**src/rtl/accel_spi_pkg.sv**
```systemverilog
// Shared constants for the accelerometer SPI responder:
// commands, register addresses, FSM states and byte helpers.
package accel_spi_pkg;

   localparam logic [7:0] CMD_WRITE = 8'h0A;
   localparam logic [7:0] CMD_READ  = 8'h0B;

   localparam logic [7:0] ADDR_DEVID     = 8'h00;
   localparam logic [7:0] ADDR_DEVID_MST = 8'h01;
   localparam logic [7:0] ADDR_PARTID    = 8'h02;
   localparam logic [7:0] ADDR_XL        = 8'h0E;
   localparam logic [7:0] ADDR_XH        = 8'h0F;
   localparam logic [7:0] ADDR_YL        = 8'h10;
   localparam logic [7:0] ADDR_YH        = 8'h11;
   localparam logic [7:0] ADDR_ZL        = 8'h12;
   localparam logic [7:0] ADDR_ZH        = 8'h13;
   localparam logic [7:0] ADDR_POWER_CTL = 8'h2D;

   localparam logic [7:0] DEVID_MST = 8'h1D;

   typedef enum logic [2:0] {
      ST_IDLE,
      ST_CMD,
      ST_ADDR,
      ST_RDATA,
      ST_WDATA,
      ST_IGNORE
   } state_e;

   // High register byte: 12-bit sample sign-extended to 16 bits.
   function automatic logic [7:0] hi_byte(input logic [11:0] s);
      return {{4{s[11]}}, s[11:8]};
   endfunction

endpackage

```
**src/rtl/accel_spi_responder_sync.sv**
```systemverilog
// spi_sync_edge: N-stage synchronizer with rise/fall pulses.
// Ports: clk, resetn, d_i (async in), level_o, rise_o, fall_o.
module spi_sync_edge #(
   parameter int   STAGES = 2,
   parameter logic INIT   = 1'b0
) (
   input  logic clk,
   input  logic resetn,
   input  logic d_i,
   output logic level_o,
   output logic rise_o,
   output logic fall_o
);

   logic [STAGES-1:0] sync_q;
   logic              prev_q;

   always_ff @(posedge clk or negedge resetn) begin
      if (!resetn) begin
         sync_q <= {STAGES{INIT}};
         prev_q <= INIT;
      end else begin
         sync_q <= {sync_q[STAGES-2:0], d_i};
         prev_q <= sync_q[STAGES-1];
      end
   end

   // Pulses are combinational so that a registered consumer
   // acts STAGES+1 cycles after the pin edge.
   assign level_o = sync_q[STAGES-1];
   assign rise_o  = sync_q[STAGES-1] & ~prev_q;
   assign fall_o  = ~sync_q[STAGES-1] & prev_q;

endmodule

```
**src/rtl/accel_spi_responder.sv**
```systemverilog
// SPI mode-0 slave emulating an accelerometer register map.
// Ports: clk/resetn, SCLK/CS/MOSI/MISO, sample_valid + x/y/z_in,
// power_ctl (reg 0x2D), txn_done (pulse at end of frame).
module accel_spi_responder
   import accel_spi_pkg::*;
#(
   parameter int         SYNC_STAGES = 2,
   parameter logic [7:0] DEVID       = 8'hAD,
   parameter logic [7:0] PARTID      = 8'hF2
) (
   input  logic        clk,
   input  logic        resetn,
   input  logic        SCLK,
   input  logic        CS,
   input  logic        MOSI,
   output logic        MISO,
   input  logic        sample_valid,
   input  logic [11:0] x_in,
   input  logic [11:0] y_in,
   input  logic [11:0] z_in,
   output logic [7:0]  power_ctl,
   output logic        txn_done
);

   localparam int SW = $clog2(SYNC_STAGES + 2);
   localparam logic [SW-1:0] SETTLE = SW'(SYNC_STAGES + 1);

   logic sclk_rise, sclk_fall, sclk_lvl;
   logic cs_rise, cs_fall, cs_lvl;
   logic mosi_lvl;

   spi_sync_edge #(.STAGES(SYNC_STAGES), .INIT(1'b0)) u_sclk (
      .clk(clk), .resetn(resetn), .d_i(SCLK),
      .level_o(sclk_lvl), .rise_o(sclk_rise), .fall_o(sclk_fall)
   );

   spi_sync_edge #(.STAGES(SYNC_STAGES), .INIT(1'b1)) u_cs (
      .clk(clk), .resetn(resetn), .d_i(CS),
      .level_o(cs_lvl), .rise_o(cs_rise), .fall_o(cs_fall)
   );

   spi_sync_edge #(.STAGES(SYNC_STAGES), .INIT(1'b0)) u_mosi (
      .clk(clk), .resetn(resetn), .d_i(MOSI),
      .level_o(mosi_lvl), .rise_o(), .fall_o()
   );

   state_e        state_q, state_d;
   logic [2:0]    bit_cnt_q;
   logic [7:0]    shift_in_q, shift_out_q;
   logic [7:0]    addr_q;
   logic          is_write_q, load_q;
   logic          miso_q, txn_done_q;
   logic [7:0]    power_ctl_q;
   logic [11:0]   x_q, y_q, z_q;
   logic [11:0]   px_q, py_q, pz_q;
   logic          pend_q;
   logic [SW-1:0] settle_q;
   logic          armed_q;

   logic       sclk_rise_v, sclk_fall_v;
   logic       in_frame, byte_done;
   logic [7:0] byte_in, rd_data;

   // SCLK edges seen while CS is high are ignored.
   assign sclk_rise_v = sclk_rise & ~cs_lvl & ~sclk_fall;
   assign sclk_fall_v = sclk_fall & ~cs_lvl & sclk_lvl == 1'b0;
   assign in_frame    = state_q != ST_IDLE;
   assign byte_in     = {shift_in_q[6:0], mosi_lvl};
   assign byte_done   = sclk_rise_v && in_frame && bit_cnt_q == 3'd7;

   assign MISO      = miso_q;
   assign power_ctl = power_ctl_q;
   assign txn_done  = txn_done_q;

   always_comb begin
      rd_data = 8'h00;
      case (addr_q)
         ADDR_DEVID:     rd_data = DEVID;
         ADDR_DEVID_MST: rd_data = DEVID_MST;
         ADDR_PARTID:    rd_data = PARTID;
         ADDR_XL:        rd_data = x_q[7:0];
         ADDR_XH:        rd_data = hi_byte(x_q);
         ADDR_YL:        rd_data = y_q[7:0];
         ADDR_YH:        rd_data = hi_byte(y_q);
         ADDR_ZL:        rd_data = z_q[7:0];
         ADDR_ZH:        rd_data = hi_byte(z_q);
         ADDR_POWER_CTL: rd_data = power_ctl_q;
         default:        rd_data = 8'h00;
      endcase
   end

   always_ff @(posedge clk or negedge resetn) begin
      if (!resetn) state_q <= ST_IDLE;
      else         state_q <= state_d;
   end

   // A CS fall only opens a frame once the CS synchronizer has
   // flushed its reset value and seen the pin high (armed_q).
   always_comb begin
      state_d = state_q;
      case (state_q)
         ST_IDLE:
            if (cs_fall && armed_q) state_d = ST_CMD;
         ST_CMD:
            if (byte_done)
               state_d = (byte_in == CMD_READ || byte_in == CMD_WRITE)
                         ? ST_ADDR : ST_IGNORE;
         ST_ADDR:
            if (byte_done)
               state_d = is_write_q ? ST_WDATA : ST_RDATA;
         default: state_d = state_q;
      endcase
      if (cs_rise) state_d = ST_IDLE;
   end

   always_ff @(posedge clk or negedge resetn) begin
      if (!resetn) begin
         bit_cnt_q   <= '0;
         shift_in_q  <= '0;
         shift_out_q <= '0;
         addr_q      <= '0;
         is_write_q  <= 1'b0;
         load_q      <= 1'b0;
         miso_q      <= 1'b0;
         txn_done_q  <= 1'b0;
         power_ctl_q <= '0;
         x_q         <= '0;
         y_q         <= '0;
         z_q         <= '0;
         px_q        <= '0;
         py_q        <= '0;
         pz_q        <= '0;
         pend_q      <= 1'b0;
         settle_q    <= '0;
         armed_q     <= 1'b0;
      end else begin
         txn_done_q <= 1'b0;

         if (settle_q != SETTLE) settle_q <= settle_q + SW'(1);
         else if (cs_lvl)        armed_q  <= 1'b1;

         if (sclk_rise_v && in_frame) begin
            shift_in_q <= byte_in;
            bit_cnt_q  <= bit_cnt_q + 3'd1;
         end

         if (byte_done) begin
            case (state_q)
               ST_CMD: is_write_q <= byte_in == CMD_WRITE;
               ST_ADDR: begin
                  addr_q <= byte_in;
                  load_q <= !is_write_q;
               end
               ST_RDATA: load_q <= 1'b1;
               ST_WDATA: begin
                  if (addr_q == ADDR_POWER_CTL) power_ctl_q <= byte_in;
                  addr_q <= addr_q + 8'd1;
               end
               default: ;
            endcase
         end

         // Read bytes are fetched on the fall after a byte boundary,
         // so bit 7 is on MISO before the next rising edge.
         if (sclk_fall_v && state_q == ST_RDATA) begin
            if (load_q) begin
               miso_q      <= rd_data[7];
               shift_out_q <= {rd_data[6:0], 1'b0};
               addr_q      <= addr_q + 8'd1;
               load_q      <= 1'b0;
            end else begin
               miso_q      <= shift_out_q[7];
               shift_out_q <= {shift_out_q[6:0], 1'b0};
            end
         end

         if (cs_rise) begin
            bit_cnt_q  <= '0;
            miso_q     <= 1'b0;
            load_q     <= 1'b0;
            txn_done_q <= in_frame;
            if (pend_q) begin
               x_q <= px_q;
               y_q <= py_q;
               z_q <= pz_q;
            end
            pend_q <= 1'b0;
         end

         // Strobes inside a frame are parked so a burst never tears.
         if (sample_valid) begin
            if (cs_lvl) begin
               x_q <= x_in;
               y_q <= y_in;
               z_q <= z_in;
            end else begin
               px_q   <= x_in;
               py_q   <= y_in;
               pz_q   <= z_in;
               pend_q <= 1'b1;
            end
         end
      end
   end

endmodule

```
**config.mk**
```make
export PLATFORM = sky130hd
export DESIGN_NAME = accel_spi_responder
export DESIGN_NICKNAME = d
export VERILOG_FILES = /design/src/rtl/accel_spi_pkg.sv /design/src/rtl/accel_spi_responder_sync.sv /design/src/rtl/accel_spi_responder.sv
export SDC_FILE = /design/constraint.sdc
export NUM_CORES = 1
export LEC_CHECK = 0
export CAP_MARGIN = 15
export CORE_MARGIN = 3
export CORE_UTILIZATION = 35
export CTS_CLUSTER_SIZE = 8
export DETAILED_ROUTE_END_ITERATION = 8
export PLACE_DENSITY = 0.54
export SYNTH_ARGS = -nofsm -noshare
export SYNTH_HDL_FRONTEND = slang
export SYNTH_SLANG_ARGS = --single-unit
```
**constraint.sdc**
```tcl
create_clock -name clk -period 2.3 [get_ports clk]
set_input_delay 0.46 -clock clk [delete_from_list [all_inputs] [get_ports clk]]
set_output_delay 0.46 -clock clk [all_outputs]
set_load 0.02 [all_outputs]
```
==> impl_metrics.json <==
{
  "status": "finished, final reports clean",
  "start_util": 0.361,
  "syn_area_mm2": 0.00603,
  "report.final.slew_viol_count": 0,
  "setup-violations-final": 0,
  "grt_pass1_vias": 4256,
  "synth.area.top_cells": "dfrtp_1 (50%), mux2_2 (8.2%), mux2i_1 (6.3%)",
  "io_pins": 52,
  "ys_ff_latch": 124,
  "wl_per_cell_um": 17.2,
  "rsz0062_at_grt": "no",
  "finalPower_mw": 6.07,
  "hold_class": "flop to flop",
  "finalInstanceArea_mm2": 0.00734,
  "pre_cts_slack_ns": 0.127,
  "crit_buf_inv": 1,
  "layout_common_cells": "dfrtp_1 (121), nand2_1 (59), clkdlybuf4s50_1 (50)",
  "layout-drive-gt1-share": 0.208,
  "slowest_delay_ns": 0.53,
  "remaining_drc_errors": 0,
  "yosysWarnings": 0,
  "grt_max_degree": 73,
  "antenna_found_initial": 0,
  "h-tree-depth": 4,
  "cts_tree": "yes",
  "post-route-min-period_ns": 2.12,
  "path_class": "flop to flop",
  "clock_latency_ns": 0.41,
  "hpwlAfterDp_mm": 9.75,
  "die_w_um": 137,
  "vias": 4159,
  "hold_viol": 0,
  "nets": 619,
  "n_antenna_cell": 0,
  "cts.clk_slew.worst_paths_ns": 0.05,
  "synth.distinct_cells": 69,
  "timing.hold.ws_ns": 0.345,
  "peakVddDrop_uv": 450,
  "num-fill-cells": 1575,
  "syn_avg_cell_area_um2": 11.6,
  "cp_top_family": "simple AND/OR/NAND/NOR gates",
  "synth.yosys.seq_area_share": 0.515,
  "startpoint_type": "flop",
  "die_area_mm2": 0.0188,
  "grt_usage": 0.159,
  "ant_nets": 0,
  "tightest_slew_ns": 0.729,
  "area_delta_synth_final_pct": 21.8,
  "synth_top_area_cell": "dfrtp_1",
  "final_min_period_over_clock_period": 0.921,
  "core-area_mm2": 0.0167,
  "endpoint_kind": "flop",
  "power.leakage_nw": 3.28,
  "synth_nets": 567,
  "root_buffer": "clkbuf_16",
  "synthArstFlopShare": 1.00,
  "multi_input_area_mm2": 0.00268,
  "row_count": 47,
  "via_per_inst": 5.18,
  "io_buffers": 51,
  "postCtsSetupRepairBufs": 0,
  "cts_buffers": 17,
  "gp_congestion": 0.897,
  "mostFrequentLayoutCell": "dfrtp_1",
  "wirelength_mm": 13.8,
  "worstPathArrival_ns": 2.40,
  "max_freq_ghz": 0.472,
  "grt-ovfl-total": 0,
  "layoutNonFillerInstCount": 803,
  "worstPathMaxFanout": 7,
  "dp.cells": 770,
  "crit_chain": "inv_1, ha_1, nor4_1, nor3_2, or4b_4, o311ai_1, a31oi_1",
  "critPathSlowestCell": "or4b_4",
  "slew_headroom": 0.514,
  "p_per_area_mw_per_mm2": 827,
  "synth_top_area_share": 0.502,
  "die_y_um": 137,
  "drv_cap": 0,
  "skew_ns": 0.00852,
  "dr.first_iter.drc_count": 312,
  "grt_pass1_wl_mm": 22.9,
  "dr.pass1.iters": 4,
  "dpl_cell_area_mm2": 0.00674,
  "synthCells": 518,
  "final.setup.worst_slack_ns": 0.182,
  "utilization": 0.439,
  "area.sequential_mm2": 0.00311,
  "tns_ns": 0,
  "synth_enable_flop_cells": 0,
  "cts_sinks": 124,
  "clockBufferDepth": 2,
  "crit_required_ns": 2.58,
  "synth-main-ff-cell": "dfrtp_1"
}
==> cell families after synthesis <==
kind of cell	Yosys count	synth area share
compound gates	113	0.121
flops	124	0.515
mux	90	0.165
simple gates	144	0.138
xor+xnor	2	0.00291
buf+inv	38	0.0432
fa+ha+maj	7	0.0145
==> cells in the mapped netlist, types with 3 or more instances <==
library cell,instances
nor3_1,12
o21ai_0,49
nand3_1,6
nor2_1,15
mux2i_1,38
a22o_1,5
dfrtp_1,121
a32o_1,4
buf_2,9
and3_1,5
nand3b_1,3
a221o_1,5
clkbuf_8,4
a21o_1,3
nor3b_1,5
a21oi_1,11
mux2_4,8
nor2b_1,3
dfstp_2,3
clkbuf_1,13
o211ai_1,5
inv_1,5
a222oi_1,3
nand2b_1,8
buf_6,3
o21ai_1,6
ha_1,7
mux2_2,44
nand2_1,60
nand4_1,3
a22oi_1,5
==> sequential cells by signal, summed over array words and instances (netlist names), 2 cells and up <==
register	cells
u_cs.sync_q	2
x_q	12
state_q	3
y_q	12
u_mosi.sync_q	2
py_q	12
shift_in_q	7
u_sclk.sync_q	2
z_q	12
px_q	12
bit_cnt_q	3
addr_q	8
shift_out_q	7
pz_q	12
settle_q	2
power_ctl	8
==> area by class of cell <==
class                      count  share of cell area
clock buffer                  24              0.0643
clock inverter                 8              0.0160
inverter                       5             0.00256
multi-input combinational    356               0.365
sequential                   124               0.423
tap                          220              0.0375
timing repair buffer          66              0.0917
==> path summary, 6_finish.rpt <==
path | startpoint | to | slack (ns) | cells past startpoint
setup / recovery | addr_q[0] | MISO | 0.18 | 7
hold reg to reg | u_mosi.sync_q[0] | u_mosi.sync_q[1] | 0.34 | 0
max in group asynchronous | resetn | u_cs.sync_q[1] | 1.13 | 3
setup reg to reg | addr_q[0] | MISO | 0.18 | 7
hold / removal | u_mosi.sync_q[0] | u_mosi.sync_q[1] | 0.34 | 0
min in group asynchronous | resetn | armed_q | 0.50 | 2
==> what timing repair did <==
item                                    in CTS  in global routing
endpoints found under the hold margin       20                  0
hold buffers                                 1                  0
endpoints found under the setup margin       0                  9
resized for setup                            0                  2
==> routing by layer <==
layer  track usage  wire length, um  vias up
met5             0                0        -
met4        0.0621              263        0
met3        0.0340              484       20
met2         0.254             6660       78
met1         0.212             6380     2059
li1              -                -     2002
==> power by group <==
part / leakage [nW] / internal [mW] / switching, mW / total [mW]
Combinational: 1.45 / 0.390 / 0.327 / 0.717
Clock: 0.288 / 1.75 / 0.891 / 2.64
Sequential: 1.54 / 2.47 / 0.239 / 2.71
Total: 3.28 / 4.61 / 1.46 / 6.07
No activity file was read; power rests on OpenSTA's default activity.
